--- src/rtl/ysyx_24110015_mem_pkg.sv ---
// ---------------------------------------------------------------------------
// ysyx_24110015_mem_pkg
// Shared types for the IFU/LSU SRAM arbiter.
//   owner_t   : which requester owns a transaction (OWN_IFU=0, OWN_LSU=1)
//   state_t   : arbiter FSM states (ST_IDLE, ST_WAIT)
//   cnt_width : width of the latency counter for a given SRAM latency
// ---------------------------------------------------------------------------
package ysyx_24110015_mem_pkg;

  typedef enum logic {
    OWN_IFU = 1'b0,
    OWN_LSU = 1'b1
  } owner_t;

  typedef enum logic {
    ST_IDLE = 1'b0,
    ST_WAIT = 1'b1
  } state_t;

  // Counter must hold SRAM_LAT-1; one spare bit keeps SRAM_LAT=1 at width 1.
  function automatic int cnt_width(input int lat);
    return $clog2(lat) + 1;
  endfunction

endpackage

--- src/rtl/ysyx_24110015_rr_arb2.sv ---
// ---------------------------------------------------------------------------
// ysyx_24110015_rr_arb2
// Combinational two-way round-robin picker.
//   req[1:0] : request lines (bit 0 = IFU, bit 1 = LSU)
//   last     : requester granted most recently
//   gnt[1:0] : one-hot grant (all zero when nothing requests)
//   gnt_id   : index of the granted requester (only meaningful when |gnt)
// ---------------------------------------------------------------------------
module ysyx_24110015_rr_arb2
  import ysyx_24110015_mem_pkg::*;
(
  input  logic [1:0] req,
  input  owner_t     last,
  output logic [1:0] gnt,
  output owner_t     gnt_id
);

  genvar gi;
  generate
    for (gi = 0; gi < 2; gi++) begin : g_pick
      localparam owner_t ME    = (gi == 0) ? OWN_IFU : OWN_LSU;
      localparam int     OTHER = 1 - gi;
      // Win when alone, or on a tie when the other side was granted last.
      assign gnt[gi] = req[gi] & (~req[OTHER] | (last != ME));
    end
  endgenerate

  assign gnt_id = gnt[1] ? OWN_LSU : OWN_IFU;

endmodule

--- src/rtl/ysyx_24110015_mem_arbiter.sv ---
// ---------------------------------------------------------------------------
// ysyx_24110015_mem_arbiter
// Arbitrates the single SRAM port between the IFU (read-only) and the LSU
// (read/write). One transaction is outstanding at a time; the response is a
// one-cycle pulse routed to the owner exactly SRAM_LAT cycles after grant.
//   clk, rst                     : clock, asynchronous active-low reset
//   ifu_req_* / ifu_rsp_*        : IFU request handshake and response
//   lsu_req_* / lsu_rsp_*        : LSU request handshake and response
//   sram_*                       : shared SRAM port (driven only on grant)
// ---------------------------------------------------------------------------
module ysyx_24110015_mem_arbiter
  import ysyx_24110015_mem_pkg::*;
#(
  parameter int ADDR_W   = 32,
  parameter int DATA_W   = 32,
  parameter int SRAM_LAT = 1
) (
  input  logic                clk,
  input  logic                rst,
  input  logic                ifu_req_valid,
  output logic                ifu_req_ready,
  input  logic [ADDR_W-1:0]   ifu_addr,
  output logic                ifu_rsp_valid,
  output logic [DATA_W-1:0]   ifu_rdata,
  input  logic                lsu_req_valid,
  output logic                lsu_req_ready,
  input  logic [ADDR_W-1:0]   lsu_addr,
  input  logic                lsu_wen,
  input  logic [DATA_W-1:0]   lsu_wdata,
  input  logic [DATA_W/8-1:0] lsu_wmask,
  output logic                lsu_rsp_valid,
  output logic [DATA_W-1:0]   lsu_rdata,
  output logic                sram_ren,
  output logic [ADDR_W-1:0]   sram_raddr,
  output logic                sram_wen,
  output logic [ADDR_W-1:0]   sram_waddr,
  output logic [DATA_W-1:0]   sram_wdata,
  output logic [DATA_W/8-1:0] sram_wmask,
  input  logic [DATA_W-1:0]   sram_rdata
);

  localparam int               CNT_W    = cnt_width(SRAM_LAT);
  localparam logic [CNT_W-1:0] CNT_INIT = CNT_W'(SRAM_LAT - 1);

  state_t           state_reg, state_next;
  logic [CNT_W-1:0] cnt_reg, cnt_next;
  owner_t           owner_reg, owner_next;
  owner_t           last_reg, last_next;
  logic             is_wr_reg, is_wr_next;

  logic       rsp_fire;
  logic       can_grant;
  logic       grant;
  logic [1:0] gnt;
  owner_t     gnt_id;

  // Response cycle doubles as a grant slot so transactions can issue
  // back-to-back. Gating with rst keeps every output low during reset.
  assign rsp_fire  = (state_reg == ST_WAIT) && (cnt_reg == '0);
  assign can_grant = rst && ((state_reg == ST_IDLE) || rsp_fire);
  assign grant     = |gnt;

  ysyx_24110015_rr_arb2 u_rr (
    .req    ({lsu_req_valid, ifu_req_valid} & {2{can_grant}}),
    .last   (last_reg),
    .gnt    (gnt),
    .gnt_id (gnt_id)
  );

  always_ff @(posedge clk or negedge rst) begin
    if (!rst) begin
      state_reg <= ST_IDLE;
      cnt_reg   <= '0;
      owner_reg <= OWN_IFU;
      last_reg  <= OWN_LSU;
      is_wr_reg <= 1'b0;
    end else begin
      state_reg <= state_next;
      cnt_reg   <= cnt_next;
      owner_reg <= owner_next;
      last_reg  <= last_next;
      is_wr_reg <= is_wr_next;
    end
  end

  // Next-state logic
  always_comb begin
    state_next = state_reg;
    cnt_next   = cnt_reg;
    owner_next = owner_reg;
    last_next  = last_reg;
    is_wr_next = is_wr_reg;

    if (state_reg == ST_WAIT) begin
      if (cnt_reg != '0) cnt_next = cnt_reg - 1'b1;
      else               state_next = ST_IDLE;
    end

    if (grant) begin
      state_next = ST_WAIT;
      cnt_next   = CNT_INIT;
      owner_next = gnt_id;
      last_next  = gnt_id;
      is_wr_next = lsu_wen && (gnt_id == OWN_LSU);
    end
  end

  // Handshake, SRAM drive and response routing
  always_comb begin
    ifu_req_ready = gnt[0];
    lsu_req_ready = gnt[1];
    sram_ren      = 1'b0;
    sram_raddr    = '0;
    sram_wen      = 1'b0;
    sram_waddr    = '0;
    sram_wdata    = '0;
    sram_wmask    = '0;
    ifu_rsp_valid = 1'b0;
    ifu_rdata     = '0;
    lsu_rsp_valid = 1'b0;
    lsu_rdata     = '0;

    if (grant) begin
      if (gnt_id == OWN_LSU && lsu_wen) begin
        sram_wen   = 1'b1;
        sram_waddr = lsu_addr;
        sram_wdata = lsu_wdata;
        sram_wmask = lsu_wmask;
      end else begin
        sram_ren   = 1'b1;
        sram_raddr = (gnt_id == OWN_LSU) ? lsu_addr : ifu_addr;
      end
    end

    if (rsp_fire) begin
      if (owner_reg == OWN_IFU) begin
        ifu_rsp_valid = 1'b1;
        ifu_rdata     = is_wr_reg ? '0 : sram_rdata;
      end else begin
        lsu_rsp_valid = 1'b1;
        lsu_rdata     = is_wr_reg ? '0 : sram_rdata;
      end
    end
  end

endmodule

--- config.mk ---
export PLATFORM = sky130hd
export DESIGN_NAME = ysyx_24110015_mem_arbiter
export DESIGN_NICKNAME = d
export VERILOG_FILES = /design/src/rtl/ysyx_24110015_mem_pkg.sv /design/src/rtl/ysyx_24110015_rr_arb2.sv /design/src/rtl/ysyx_24110015_mem_arbiter.sv
export SDC_FILE = /design/constraint.sdc
export NUM_CORES = 1
export LEC_CHECK = 0
export CAP_MARGIN = 20
export CORE_AREA = 4 4 116 118
export CTS_BUF_LIST = sky130_fd_sc_hd__clkbuf_16
export DETAILED_ROUTE_END_ITERATION = 8
export DIE_AREA = 0 0 120 122
export GPL_TIMING_DRIVEN = 1
export SYNTH_ARGS = -nofsm -noshare
export SYNTH_HDL_FRONTEND = slang
export SYNTH_SLANG_ARGS = --single-unit
--- constraint.sdc ---
create_clock -name clk -period 1.8 [get_ports clk]
set_input_delay 0.36 -clock clk [delete_from_list [all_inputs] [get_ports clk]]
set_output_delay 0.36 -clock clk [all_outputs]
set_load 0.02 [all_outputs]
==> summary.txt, run 1 <==
Power
  • P per Cell Area: 336 nW/µm²
  • Peak supply drop: 0.000185 V
  • Pleak: 2.83 nW

Clock tree
  • CTS Buf Count: 3
  • Clock buffer depth: 2
  • CTS tree: yes
  • Clk root buf: clkbuf_16
  • Reg clk slew, reported paths: 0.03 ns
  • CTS sink count: 4
  • H-tree levels: 1
  • Later-pin clock latency in the skew report: 0.22 ns

STA
  • Slew HR: 0.737
  • Slew at the pin closest to its max-slew limit: 0.390 ns
  • Setup_tns: -27.52 ns
  • Final number of hold-violating endpoints: 0
  • Setup WS post-layout: -0.398 ns
  • Tcrit/Tclk final: 1.22
  • Final setup skew: 0.000559 ns
  • Fmax: 455 MHz
  • Final min period: 2.20 ns
  • Final Max Slew Viols: 0
  • Setup violators final: 104
  • Unrepaired setup endpoints after global routing: yes

Worst setup path
  • Crit. End Element: primary output
  • CP peak stage delay: 0.54 ns
  • CP cell instances: and2_4 -> nor3b_4 -> buf_6 -> buf_16 -> buf_8 -> buf_6 -> buf_6 -> and2_4 -> buf_6
  • FF-to-FF path depth: 8
  • CP top delay family: buffers and inverters
  • R2r startpoint: last_reg$_DFFE_PN1P_
  • WP buf/inv: 6
  • R2R setup slack: 0.16 ns
  • Crit path max fanout: 3
  • Arr. time, crit path: 1.84 ns
  • Cell mode on critical path: buf_6
  • Worst Setup Path Type: flip-flop to primary output
  • Slowest CP cell: dfstp_2
  • Critical Path RT: 1.44 ns
  • R2r endpoint: owner_reg$_DFFE_PN0P_
  • Crit path launch type: flip-flop

Synthesis
  • Syn Nets: 466
  • Ranking of synthesized cells by area: and2_1, o2111ai_1, nor2_1
  • Cell taking the most area after synthesis: and2_1
  • Yosys reg bits: 4
  • Area of the mapped netlist: 1950 µm²
  • Synth Instances: 329
  • Warnings, synthesis: 0
  • Post-synth cell types: 21
  • Seq/Total Area, Yosys: 0.0519
  • Synth Area per Inst: 5.94 µm²
  • Yosys top cell area share: 0.221

Die
  • Core area: 12500 µm²
  • Initial Util: 0.157
  • Top Ports: 307
  • Die Y: 122 µm
  • Num rows: 41
  • Die Wd: 120 µm
  • Die Footprint: 14600 µm²

Routing
  • Routed wire length: 16100 µm
  • DR vias: 3863
  • Antenna-violating nets left: 0
  • Drc violations: 0
  • 1st-pass router iterations: 4
  • Routed WL per cell: 19.1 µm
  • Via density: 4.57
  • Initial drt markers: 135

GRT
  • GRT overflow: 0
  • Largest net degree at the start of global routing: 34
  • Wire length of the first global-routing pass: 22500 µm
  • Antenna violations before repair: 0
  • Total GRT Usage: 0.196
  • Vias in the first global route: 3951

Cells and area
  • Final core utilization: 0.517
  • Layout cell share with drive strength beyond 1: 0.539
  • Non-Filler Instances: 845
  • Total Nets Final: 811
  • Fillers: 1219
  • Area Growth Syn to Fin: 230%
  • Ant diodes: 0

Worst hold path
  • Worst min path class: input pin to asynchronous set/reset pin

Place
  • Placed Cells: 798
  • DP Wirelength: 11700 µm
  • Routability cong.: 0.793
  • Buffers added on ports: 306

Status
  • Failing checks: negative setup slack
  • Status: finished with violations

Job
  • Max cap viols: 0
==> worst register-to-register path, delay by kind of cell (launching register included) <==
| family | cells | cell delay [ns] |
|---|---|---|
| compound gates | 1 | 0.14 |
| simple gates | 2 | 0.20 |
| flops | 1 | 0.54 |
| buf+inv | 5 | 0.65 |
==> where the power goes <==
part           switching [W]  leakage (nW)  internal, W
clock              0.0000658        0.0423     0.000287
combinational       0.000810          2.74     0.000894
sequential        0.00000874        0.0480     0.000103
total               0.000884          2.83      0.00128
==> final cells by class <==
cell class	instances	area, µm²	share of cell area
inverters	6	22.5	0.00349
clock inverters	1	3.75	0.000582
well taps	172	215	0.0334
multi-input cells	275	2140	0.331
flip-flops and latches	4	101	0.0157
repair buffers	384	3890	0.604
clock buffers	3	75.1	0.0116
==> repair_timing <==
action | in CTS | in global routing
setup buffers | 31 | 13
resized for setup | 748 | 189
hold buffers | 0 | 0
gates cloned | 6 | 3
pin swaps | 14 | 59
setup endpoints to repair | 170 | 153
==> layer usage <==
layer | part of all wire | up-vias | track usage | wire (µm)
met5 | 0 | - | 0 | 0
met1 | 0.37 | 1793 | 0.212 | 5910
met2 | 0.54 | 204 | 0.381 | 8700
met4 | 0.017 | 0 | 0.0508 | 279
met3 | 0.076 | 22 | 0.0455 | 1230
li1 | - | 1844 | - | -
==> placed cells by master (no fill, tap or decap), types with 13 or more instances in the layout <==
master	count
clkdlybuf4s50_1	132
buf_6	93
and2_4	69
nor2_1	65
buf_4	60
clkbuf_2	38
nand2b_1	34
o2111ai_1	32
a211oi_2	31
o21ai_2	22
clkdlybuf4s15_1	13
buf_12	13
==> through the flow <==
| stage | setup slack [ns] | cell area (µm²) | hold WS (ns) | power, W |
|---|---|---|---|---|
| global route | -0.450 | 6450 | 0.169 | 0.00228 |
| global placement | -0.981 | 5590 | 0.526 | 0.00158 |
| detailed placement | -0.995 | 5590 | 0.530 | 0.00159 |
| floorplan | -0.00961 | 2100 | 0.0644 | 0.000744 |
| finish | -0.398 | 6450 | 0.143 | 0.00217 |
| CTS | -0.563 | 6350 | 0.319 | 0.00209 |
==> how the worst max path moves through the flow <==
stage	start	end	slack (ns)	cells past startpoint
floorplan	last_reg$_DFFE_PN1P_	sram_raddr[10]	-0.01	5
global placement	ifu_req_valid	sram_raddr[0]	-0.98	6
detailed placement	ifu_req_valid	sram_wdata[20]	-1.0	6
CTS	last_reg$_DFFE_PN1P_	sram_raddr[0]	-0.56	7
global route	last_reg$_DFFE_PN1P_	sram_raddr[4]	-0.45	7
finish	last_reg$_DFFE_PN1P_	sram_wdata[20]	-0.40	9
==> Yosys cell counts <==
master	number
nand2_1	1
o22ai_1	1
o21ai_1	3
and2_1	69
nand2_2	1
o21ai_0	30
a211oi_1	32
and3_1	1
a21oi_1	1
buf_2	10
clkbuf_2	6
nor3b_4	1
o2111ai_1	32
a21o_1	2
dfrtp_1	3
clkbuf_1	28
nand2b_1	34
inv_1	6
nor2_1	66
nor2b_1	1
dfstp_2	1
==> logic make-up after synthesis <==
kind of cell | count (synthesis) | synth area share
AO/OA/AOI/OAI | 101 | 0.364
buffers and inverters | 50 | 0.106
flip-flops | 4 | 0.0519
AND/OR/NAND/NOR | 174 | 0.478
(Power assumes the default switching activity.)
==> run 2: changes to the inputs <==
--- a/config.mk
+++ b/config.mk
@@ -11,6 +11,7 @@
 export DETAILED_ROUTE_END_ITERATION = 8
 export DIE_AREA = 0 0 120 122
 export GPL_TIMING_DRIVEN = 1
+export SETUP_SLACK_MARGIN = 0.05
 export SYNTH_ARGS = -nofsm -noshare
 export SYNTH_HDL_FRONTEND = slang
 export SYNTH_SLANG_ARGS = --single-unit
==> run 2 against run 1 <==
The run still ends with negative setup slack left. Wire length increased by 0.62%. Utilization increased by 0.47 points. Register-to-register slack improved by 0.21 ns. Critical path depth decreased by 1. Combinational power increased by 2%. First-iteration DRC count decreased by 12%.
==> summary.txt, run 2 (same netlist as run 1, synthesis figures left out) <==
Clock tree
  • H-tree levels: 1 (unchanged)
  • Later-pin clock latency in the skew report: 0.23 ns (was 0.22 ns)
  • CTS sink count: 4 (unchanged)
  • Clock buffer depth: 2 (unchanged)
  • Clk root buf: clkbuf_16 (unchanged)
  • CTS Buf Count: 3 (unchanged)
  • Reg clk slew, reported paths: 0.03 ns (about the same)
  • Hold buffers post-CTS: 0 (unchanged)
  • CTS tree: yes (unchanged)

Place
  • Buffers added on ports: 306 (unchanged)
  • Routability cong.: 0.764 (was 0.793)
  • Placement Setup Slack: -0.957 ns (was -0.995 ns)
  • DP Wirelength: 11100 µm (was 11700 µm)
  • Placed Instance Area: 5550 µm² (was 5590 µm²)
  • Placed Cells: 789 (was 798)

Status
  • Failing checks: negative setup slack (unchanged)
  • Status: finished with violations (unchanged)

GRT
  • Largest net degree at the start of global routing: 35 (was 34)
  • Antenna violations before repair: 0 (unchanged)
  • Total GRT Usage: 0.185 (was 0.196)
  • Wire length of the first global-routing pass: 21500 µm (was 22500 µm)
  • Vias in the first global route: 3752 (was 3951)
  • GRT overflow: 0 (unchanged)

Worst setup path
  • CP Depth: 8 (was 9)
  • Slowest CP cell: dfstp_2 (unchanged)
  • Arr. time, crit path: 1.77 ns (was 1.84 ns)
  • FF-to-FF path depth: 6 (was 8)
  • WP buf/inv: 5 (was 6)
  • CP peak stage delay: 0.54 ns (about the same)
  • CP cell instances: and2_4 -> nor3b_4 -> buf_6 -> buf_12 -> buf_16 -> buf_8 -> and2_4 -> buf_6 (was and2_4 -> nor3b_4 -> buf_6 -> buf_16 -> buf_8 -> buf_6 -> buf_6 -> and2_4 -> buf_6)
  • Crit path launch type: flip-flop (unchanged)
  • CP top delay family: buffers and inverters (unchanged)
  • Critical Path RT: 1.44 ns (about the same)
  • Worst Setup Path Type: flip-flop to primary output (unchanged)
  • Crit path max fanout: 4 (was 3)
  • Crit. End Element: primary output (unchanged)

Cells and area
  • Final Cell Area: 6500 µm² (was 6450 µm²)
  • Total Nets Final: 786 (was 811)
  • Fillers: 1181 (was 1219)
  • Non-Filler Instances: 820 (was 845)
  • Most common library cell in the layout ignoring fill and taps: clkdlybuf4s50_1 (unchanged)
  • Layout cell share with drive strength beyond 1: 0.483 (was 0.539)
  • Most frequent cells in the layout: clkdlybuf4s50_1, buf_6, nor2_1 (was clkdlybuf4s50_1, buf_6, and2_4)
  • Area Growth Syn to Fin: 233% (was 230%)
  • Ant diodes: 0 (unchanged)

Die
  • Die Wd: 120 µm (unchanged)
  • Die Footprint: 14600 µm² (unchanged)
  • Core area: 12500 µm² (unchanged)
  • Top Ports: 307 (unchanged)
  • Initial Util: 0.157 (unchanged)
  • Num rows: 41 (unchanged)
  • Die Y: 122 µm (unchanged)

Power
  • P per Cell Area: 339 nW/µm² (was 336 nW/µm²)
  • Pleak: 3.30 nW (was 2.83 nW)
  • Peak supply drop: 0.000170 V (was 0.000185 V)

STA
  • Final Max Slew Viols: 0 (unchanged)
  • Fmax: 469 MHz (was 455 MHz)
  • Slew HR: 0.733 (was 0.737)
  • Final setup skew: 0.000142 ns (was 0.000559 ns)
  • Setup WS post-layout: -0.333 ns (was -0.398 ns)
  • Final number of hold-violating endpoints: 0 (unchanged)
  • Tcrit/Tclk final: 1.18 (was 1.22)
  • Unrepaired setup endpoints after global routing: yes (unchanged)
  • Final min period: 2.13 ns (was 2.20 ns)
  • Setup violators final: 103 (was 104)
  • Slew at the pin closest to its max-slew limit: 0.400 ns (was 0.390 ns)

Routing
  • Routed WL per cell: 19.8 µm (was 19.1 µm)
  • Initial drt markers: 119 (was 135)
  • Antenna-violating nets left: 0 (unchanged)
  • 1st-pass router iterations: 4 (unchanged)
  • Routed wire length: 16200 µm (was 16100 µm)
  • DR vias: 3802 (was 3863)
  • Drc violations: 0 (unchanged)
  • Via density: 4.64 (was 4.57)

Job
  • Max cap viols: 0 (unchanged)

Worst hold path
  • Worst min path class: input pin to asynchronous set/reset pin (unchanged)
-- run 2: cell types whose count changed in the layout (fill, tap and decap cells not counted), moves of 13 or more --
cell / before / now
and2_1: 0 / 19
and2_4: 69 / 50
buf_4: 60 / 45
clkbuf_2: 38 / 19
dlymetal6s2s_1: 0 / 37
o21ai_2: 22 / 9
-- run 2: final cells by class --
cell class / instances / area (µm²) / share of cell area
well taps: 172 / 215 / 0.0331
clock inverters: 1 / 3.75 / 0.000577
clock buffers: 3 / 75.1 / 0.0115
inverters: 6 / 22.5 / 0.00346
multi-input cells: 275 / 2220 / 0.342
flip-flops and latches: 4 / 101 / 0.0156
repair buffers: 359 / 3860 / 0.594
-- run 2: worst reg2reg max path, delay by kind of cell, from the launching register on --
family | cells | cell delay, ns
buffers and inverters | 3 | 0.40
AND/OR/NAND/NOR | 2 | 0.21
flip-flops | 1 | 0.54
AO/OA/AOI/OAI | 1 | 0.16
-- run 2: path summary, 6_finish.rpt --
| kind | start | endpoint | slack, ns |
|---|---|---|---|
| max | last_reg$_DFFE_PN1P_ | sram_waddr[4] | -0.33 |
| min | rst | is_wr_reg$_DFFE_PN0P_ | 0.38 |
| max reg2reg | last_reg$_DFFE_PN1P_ | owner_reg$_DFFE_PN0P_ | 0.37 |
| min reg2reg | owner_reg$_DFFE_PN0P_ | owner_reg$_DFFE_PN0P_ | 0.49 |
| max in group asynchronous | rst | last_reg$_DFFE_PN1P_ | 1.21 |
| min in group clk | owner_reg$_DFFE_PN0P_ | owner_reg$_DFFE_PN0P_ | 0.49 |
-- run 2: power by group --
part	internal (W)	switching, W
sequential	0.000103	0.00000772
clock	0.000287	0.0000666
combinational	0.000899	0.000844
-- run 2: what timing repair did --
action                                  in CTS  in global routing
cloned                                       5                  7
setup buffers                               10                  7
pin swaps                                   14                 45
resized for setup                          602                265
endpoints found under the setup margin     170                167
-- run 2: metrics by stage --
| stage | setup TNS, ns | hold WS, ns | util | power, W |
|---|---|---|---|---|
| after floorplan | 0 | 0.0644 | - | 0.000752 |
| after global placement | -98.90 | 0.472 | 0.445 | 0.00157 |
| after detailed placement | -101.29 | 0.496 | 0.445 | 0.00158 |
| after CTS | -33.33 | 0.384 | 0.473 | 0.00203 |
| after global routing | -28.27 | 0.415 | 0.522 | 0.00231 |
| final | -24.31 | 0.379 | 0.522 | 0.00221 |
-- run 2: metal layers --
| layer | vias to the layer above | wire length, µm | part of all wire | GRT usage |
|---|---|---|---|---|
| li1 | 1795 | - | - | - |
| met3 | 18 | 1070 | 0.066 | 0.0302 |
| met2 | 207 | 8560 | 0.53 | 0.351 |
| met1 | 1782 | 6290 | 0.39 | 0.214 |
| met5 | - | 0 | 0 | 0 |
| met4 | 0 | 298 | 0.018 | 0.0458 |
